==> config.mk <==
export PLATFORM = sky130hd
export DESIGN_NAME = mem_stage
export DESIGN_NICKNAME = d
export VERILOG_FILES = /design/src/rtl/mem_stage.sv
export SDC_FILE = /design/constraint.sdc
export NUM_CORES = 1
export LEC_CHECK = 0
export BUFFER_PORTS_ARGS = -buffer_cell sky130_fd_sc_hd__buf_4
export CORE_MARGIN = 4
export CORE_UTILIZATION = 44
export DETAILED_ROUTE_END_ITERATION = 7
export PLACE_DENSITY = 0.74
export SYNTH_ARGS = -nofsm -noshare
export SYNTH_HDL_FRONTEND = slang
export SYNTH_SLANG_ARGS = --single-unit
==> constraint.sdc <==
create_clock -name clk -period 2 [get_ports clk]
set_clock_uncertainty 0.05 [all_clocks]
set_input_delay 0.2 -clock clk [delete_from_list [all_inputs] [get_ports clk]]
set_output_delay 0.2 -clock clk [all_outputs]
set_load 0.02 [all_outputs]
==> src/rtl/mem_stage.sv <==
// MEM pipeline stage: issues data-memory requests, waits for the memory
// handshake (with timeout) and loads the MEM/WB pipeline register.
module mem_stage #(
    parameter int DATA_BASE = 1024,
    parameter int ADDR_W    = 16,
    parameter int TIMEOUT   = 255
) (
    input  logic              clk,
    input  logic              rst,
    input  logic              MEM_R_EN,
    input  logic              MEM_W_EN,
    input  logic              WB_EN,
    input  logic [31:0]       ALU_result,
    input  logic [31:0]       ST_value,
    input  logic [4:0]        Dest,
    output logic              mem_req,
    output logic              mem_we,
    output logic [ADDR_W-1:0] mem_addr,
    output logic [31:0]       mem_wdata,
    input  logic [31:0]       mem_rdata,
    input  logic              mem_ack,
    output logic              freeze,
    output logic              WB_EN_out,
    output logic              MEM_R_EN_out,
    output logic [31:0]       ALU_result_out,
    output logic [31:0]       MEM_result_out,
    output logic [4:0]        Dest_out,
    output logic              mem_err
);

    localparam int CNT_W = ($clog2(TIMEOUT + 1) > 8) ? $clog2(TIMEOUT + 1) : 8;
    localparam logic [CNT_W-1:0] CNT_MAX = CNT_W'(TIMEOUT);
    localparam logic [31:0] BASE = 32'(DATA_BASE);

    typedef enum logic [1:0] {IDLE, ACCESS, DONE} state_t;

    state_t           state;
    logic [CNT_W-1:0] count;
    logic [31:0]      cap_data;
    logic             timed_out;

    logic             access;
    logic             legal;
    logic [31:0]      offset;
    logic [29:0]      word;

    assign access = MEM_R_EN | MEM_W_EN;
    assign offset = ALU_result - BASE;
    assign word   = 30'(offset >> 2);
    assign legal  = (ALU_result >= BASE) && (ALU_result[1:0] == 2'b00)
                    && ((word >> ADDR_W) == 30'd0);

    // Upstream must hold its instruction while the request is being set up or is outstanding.
    assign freeze = rst && (((state == IDLE) && access && legal) || (state == ACCESS));

    always_ff @(posedge clk) begin
        if (!rst) begin
            state          <= IDLE;
            count          <= '0;
            cap_data       <= '0;
            timed_out      <= 1'b0;
            mem_req        <= 1'b0;
            mem_we         <= 1'b0;
            mem_addr       <= '0;
            mem_wdata      <= '0;
            mem_err        <= 1'b0;
            WB_EN_out      <= 1'b0;
            MEM_R_EN_out   <= 1'b0;
            ALU_result_out <= '0;
            MEM_result_out <= '0;
            Dest_out       <= '0;
        end else begin
            mem_err <= 1'b0;
            case (state)
                IDLE: begin
                    if (access && legal) begin
                        state     <= ACCESS;
                        mem_req   <= 1'b1;
                        mem_we    <= MEM_W_EN;
                        mem_addr  <= ADDR_W'(word);
                        mem_wdata <= ST_value;
                        count     <= '0;
                        timed_out <= 1'b0;
                    end else begin
                        // Non-memory op passes through; a bad address kills the write-back.
                        mem_err        <= access;
                        WB_EN_out      <= WB_EN & ~access;
                        MEM_R_EN_out   <= MEM_R_EN;
                        ALU_result_out <= ALU_result;
                        MEM_result_out <= '0;
                        Dest_out       <= Dest;
                    end
                end
                ACCESS: begin
                    if (mem_ack) begin
                        state    <= DONE;
                        mem_req  <= 1'b0;
                        cap_data <= mem_we ? 32'd0 : mem_rdata;
                    end else if (count == CNT_MAX) begin
                        state     <= DONE;
                        mem_req   <= 1'b0;
                        cap_data  <= '0;
                        timed_out <= 1'b1;
                        mem_err   <= 1'b1;
                    end else begin
                        count <= count + CNT_W'(1);
                    end
                end
                DONE: begin
                    state          <= IDLE;
                    WB_EN_out      <= WB_EN & ~timed_out;
                    MEM_R_EN_out   <= MEM_R_EN;
                    ALU_result_out <= ALU_result;
                    MEM_result_out <= cap_data;
                    Dest_out       <= Dest;
                end
                default: state <= IDLE;
            endcase
        end
    end

endmodule

Word-level counts from Yosys, hierarchy flattened
Cells that the tools add are included.
W data, S select, Z words.
{"block": "word_totals", "ff_bits": 165, "out_inout_bits": 123}
{"block": "classes", "addsub": 2, "n_lt_le_gt_ge": 1, "n_eq_ne": 9, "mux": 33, "n_bitwise": 5, "n_reduce_logical": 20}
{"cell": "$mux W32", "count": 5}
{"cell": "$pmux W32 S2", "count": 2}
{"cell": "$ge A32 B11 Y1 const B", "count": 1}
{"cell": "$sub A32 B11 Y32 const B", "count": 1}
{"cell": "$logic_not A30 Y1", "count": 1}
{"cell": "$mux W8", "count": 3}
{"cell": "$pmux W8 S2", "count": 1}
{"cell": "$mux W1", "count": 11}
{"cell": "$pmux W1 S2", "count": 5}
{"cell": "$pmux W5 S2", "count": 1}
{"cell": "$add A8 B1 Y8 const B", "count": 1}
{"cell": "$eq A8 B8 Y1 const B", "count": 1}
{"cell": "$reduce_and A2 Y1", "count": 4}
{"cell": "$reduce_and A4 Y1", "count": 2}
{"cell": "$logic_and A1 B1 Y1", "count": 6}
{"cell": "$mux W2", "count": 3}
{"cell": "$ne A2 B2 Y1 const B", "count": 3}
{"cell": "$reduce_bool A2 Y1", "count": 3}
{"cell": "$mux W5", "count": 1}
{"cell": "$logic_not A2 Y1", "count": 2}
{"cell": "$ne A2 B1 Y1 const B", "count": 2}
{"cell": "$pmux W2 S2", "count": 1}
{"cell": "$ne A3 B2 Y1 const B", "count": 1}
{"cell": "$reduce_and A3 Y1", "count": 1}
{"cell": "6 further kinds", "count": 8}

Depth between registers and ports, before layout
{"block": "depth", "word_depth": 6, "depth_mapped": 10, "depth_no_buf": 8}

Worst setup path before layout
Ideal clock, no wire load.
{"block": "synth_path", "kind": "input to output", "startpoint": "in ALU_result[10]", "endpoint": "out freeze", "arrival_time_ns": 2.001, "t_required_ns": 1.750, "slack_ns": -0.251, "path_stages": 9, "n_path_buf": 2, "path_cell_list": "inv_1 -> ha_1 -> or4_1 -> o21ai_0 -> a32o_2 -> nand4_1 -> buf_4 -> buf_2 -> a21oi_1"}
{"block": "synth_between", "elab_chain_len": 6, "word_cells_on_any_way": 8, "classes_between": "1 x add/sub; 1 x order compare; 6 x reduce/logical"}
{"element": "from (decl)", "line": "13", "text": "input logic [31:0] ALU_result,"}
{"element": "$sub A32 B11 Y32 or $ge A32 B11 Y1 (tied branches)", "line": "48, 50"}
{"element": "$logic_not A30 Y1 or $logic_and A1 B1 Y1 (tied branches)", "line": "51, 50"}
{"element": "$logic_and A1 B1 Y1 (*)", "line": "51", "text": "&& ((word >> ADDR_W) == 30'd0);"}
{"element": "$logic_and A1 B1 Y1 (*)", "line": "54", "text": "assign freeze = rst && (((state == IDLE) && access && legal) || (state == ACCESS));"}
{"element": "$logic_or A1 B1 Y1 (*)", "line": "54"}
{"element": "$logic_and A1 B1 Y1 (*)", "line": "54"}
{"element": "to (decl)", "line": "22", "text": "output logic freeze,"}
Every way passes the cells marked *; elsewhere a longest branch is shown, timed or not.

Final worst setup path
{"block": "layout_path", "startpoint": "in ALU_result[11]", "endpoint": "out freeze"}
Same word-level chain as after synthesis.

==> impl_metrics.yaml <==
cells_and_area:
  drive_gt1_frac: 0.309
  area_growth_pct: 57.7
  finalNetCount: 1160
  final_cell_mix: "buf_4, nand2_1, dfxtp_1"
  final_common_cell: "buf_4"
  fin_cells: 1244
  final_util: 0.710
global_routing:
  grt-ovfl-total: 0
  track_usage: 0.245
  grt_pass1_wl_mm: 32.3
  grt_max_degree: 110
  grt_pass1_vias: 6446
  antenna_found_initial: 0
logic_synthesis:
  yosysWarnings: 0
  ys.flop_type: "dfxtp_1"
  synth-edff-count: 0
  synth-adder-area-share: 0.00400
  muxShareOfSynthArea: 0.0128
  synth_xor_area_frac: 0.0168
  synth_fp_nets: 845
  synthCells: 736
  synth-simple-area-share: 0.230
  synth_area_sq_um: 6250
  synth_seq_cells: 165
  synth_cell_types: 39
  ys_async_sr_fraction: 0
  syn-mean-instance-area_sq_um: 8.49
  synth_compound_area_frac: 0.160
  synth_top_family_by_area: "simple AND/OR/NAND/NOR gates"
  ys_seq_area_frac: 0.529
route:
  drtIter0Drc: 500
  routed_via_density: 5.13
  avgRoutedWirePerCell_um: 16.0
  drt_wl_total_mm: 20.0
  drc: 0
  drtAntennaViolNets: 0
  dr.pass1.iters: 5
  vias: 6387
clocking:
  cts_sinks: 165
  clk_path_buf_depth: 2
  clkSlewWorstSetupHoldPaths_ns: 0.06
  insertion_delay_ns: 0.41
  cts-htree-levels: 4
  cts_buffers: 17
  root_buffer: "clkbuf_16"
  cts_tree: "yes"
min_path:
  hold_path_class: "in2reg"
timing:
  max-slew-margin-rel: 0.682
  tightest_slew_ns: 0.478
  period_share: 0.989
  final-setup-viol-count: 0
  timing.fmax_ghz: 0.506
  fin_ws_ns: 0.0222
  fin_crit_ns: 1.98
  setup-tns-final_ns: 0
  rsz0062_at_grt: "true"
  final_hold_viol_count: 0
  slew_viol_final: 0
power:
  total_power_mw: 7.39
  p_per_area_nw_per_um2: 749
  ir_worst_vdd_mv: 0.530
  leakagePower_nw: 4.02
worst_setup_path:
  startpoint_type: "input pin"
  worst_path_max_delay_cell: "or4_4"
  cp_slowest_stage_delay_ns: 0.42
  crit_type: "in2out"
  cp_common_cell: "buf_6"
  critPathCaptureType: "primary output"
  crit_buf_inv: 4
  path_cells: "buf_4 > inv_2 > ha_4 > or4_4 > o21ai_2 > a32o_2 > nand4_1 > buf_6 > a21oi_4 > buf_6"
  cp_top_family: "simple AND/OR/NAND/NOR gates"
  path_max_fanout: 4
  critPathRequiredTime_ns: 1.75
  cp.arrival_ns: 1.73
floorplan:
  core-area_sq_um: 13900
  fp-row-count: 43
  die_w_um: 127
  dieHeight_um: 127
  io_pins: 230
  start_util: 0.450
  dieArea_sq_um: 16200
placement:
  routabilityCongestion: 0.819
  dp_hpwl_mm: 12.3
  dp_slack_ns: -0.128
  portBuffers: 229
  placed_cells: 1116
run:
  cap_viol_max_count: 0
outcome:
  status: "finished clean"
==> cells by family after synthesis <==
| kind of cell | Yosys count |
|---|---|
| AND/OR/NAND/NOR | 325 |
| flip-flops | 165 |
| AO/OA/AOI/OAI | 160 |
| buffers and inverters | 64 |
| XOR/XNOR | 12 |
| multiplexers | 8 |
| adder cells (fa/ha/maj) | 2 |
==> repair_timing <==
| item | CTS | global route |
|---|---|---|
| hold buffers | 91 | 0 |
| gates resized for setup | 7 | 5 |
| endpoints found under the hold margin | 98 | 0 |
| endpoints found under the setup margin | 1 | 6 |
| cloned | 0 | 0 |
| setup buffers | 5 | 0 |
| pin swaps | 1 | 1 |
==> worst paths after layout <==
path                                      to  cells past startpoint                startpoint  slack [ns]
min          ALU_result_out[22]$_SDFFE_PN0P_                      3            ALU_result[22]        0.03
max                                   freeze                     10            ALU_result[11]        0.02
min reg2reg         mem_addr[7]$_SDFFE_PN0P_                      2  mem_addr[7]$_SDFFE_PN0P_        0.40
max reg2reg         cap_data[0]$_SDFFE_PN0P_                      6     count[2]$_SDFFE_PN0P_        0.23
==> layout make-up <==
type,count,area (sq um)
well taps,180,225
flip-flops and latches,165,3300
diodes,1,2.50
clock buffers,21,460
repair buffers,354,2980
multi-input cells,507,2720
clock inverters,10,146
inverters,6,23.8
fillers,1051,4020
==> cells in the mapped netlist, types with 2 or more instances <==
master	instances	area share
nand2b_1	4	0.0040
o21ai_1	7	0.0056
nand2_2	9	0.0090
nor3_1	9	0.0072
nand2_1	187	0.11
nor2_1	52	0.031
buf_1	2	0.0012
dfxtp_1	165	0.53
and4_1	3	0.0042
nand4_1	5	0.0050
or4_1	2	0.0024
o22ai_1	34	0.034
a21oi_2	10	0.014
nor3b_1	3	0.0036
xnor2_1	4	0.0056
buf_4	4	0.0048
buf_2	9	0.0072
nand3b_1	14	0.017
nor4_1	6	0.0060
a21oi_1	37	0.030
o21ai_0	32	0.026
buf_6	5	0.0090
ha_1	2	0.0040
xor2_1	8	0.011
clkbuf_1	38	0.023
nand3_1	28	0.022
inv_1	5	0.0030
a22oi_1	34	0.041
mux2i_1	8	0.013
==> metal layers <==
metal / vias to the layer above / track usage / routed length, um
li1: 3139 / - / -
met1: 2973 / 0.302 / 8340
met2: 242 / 0.405 / 9690
met3: 33 / 0.0673 / 1450
met4: 0 / 0.0997 / 476
met5: - / 0 / 0
==> stage by stage <==
step / area, sq um / hold slack, ns
finish: 9860 / 0.0324
global route: 9850 / 0.0305
CTS: 9830 / 0.00158
detailed placement: 8250 / 0.375
global placement: 8250 / 0.367
floorplan: 6270 / 0.280
==> flip-flops by register name, indices dropped and copies added, names as in the netlist, 2 cells and up <==
name and flops:
count 8, MEM_result_out 32, cap_data 32, Dest_out 5, state 2, mem_wdata 32, ALU_result_out 32, mem_addr 16
==> power breakdown <==
group          switching (mW)  internal, mW  total (mW)
sequential             0.0213          3.33        3.35
combinational           0.304         0.379       0.683
clock                    1.32          2.04        3.35
total                    1.64          5.74        7.39
==> worst reg2reg max path, cell delays in order, from the launching register on <==
cell and delay (ns):
dfxtp_1 0.41, and4_1 0.25, and4_1 0.32, o21bai_2 0.13, buf_12 0.18, a22oi_1 0.23, nor2_1 0.08
(Power assumes the default switching activity.)
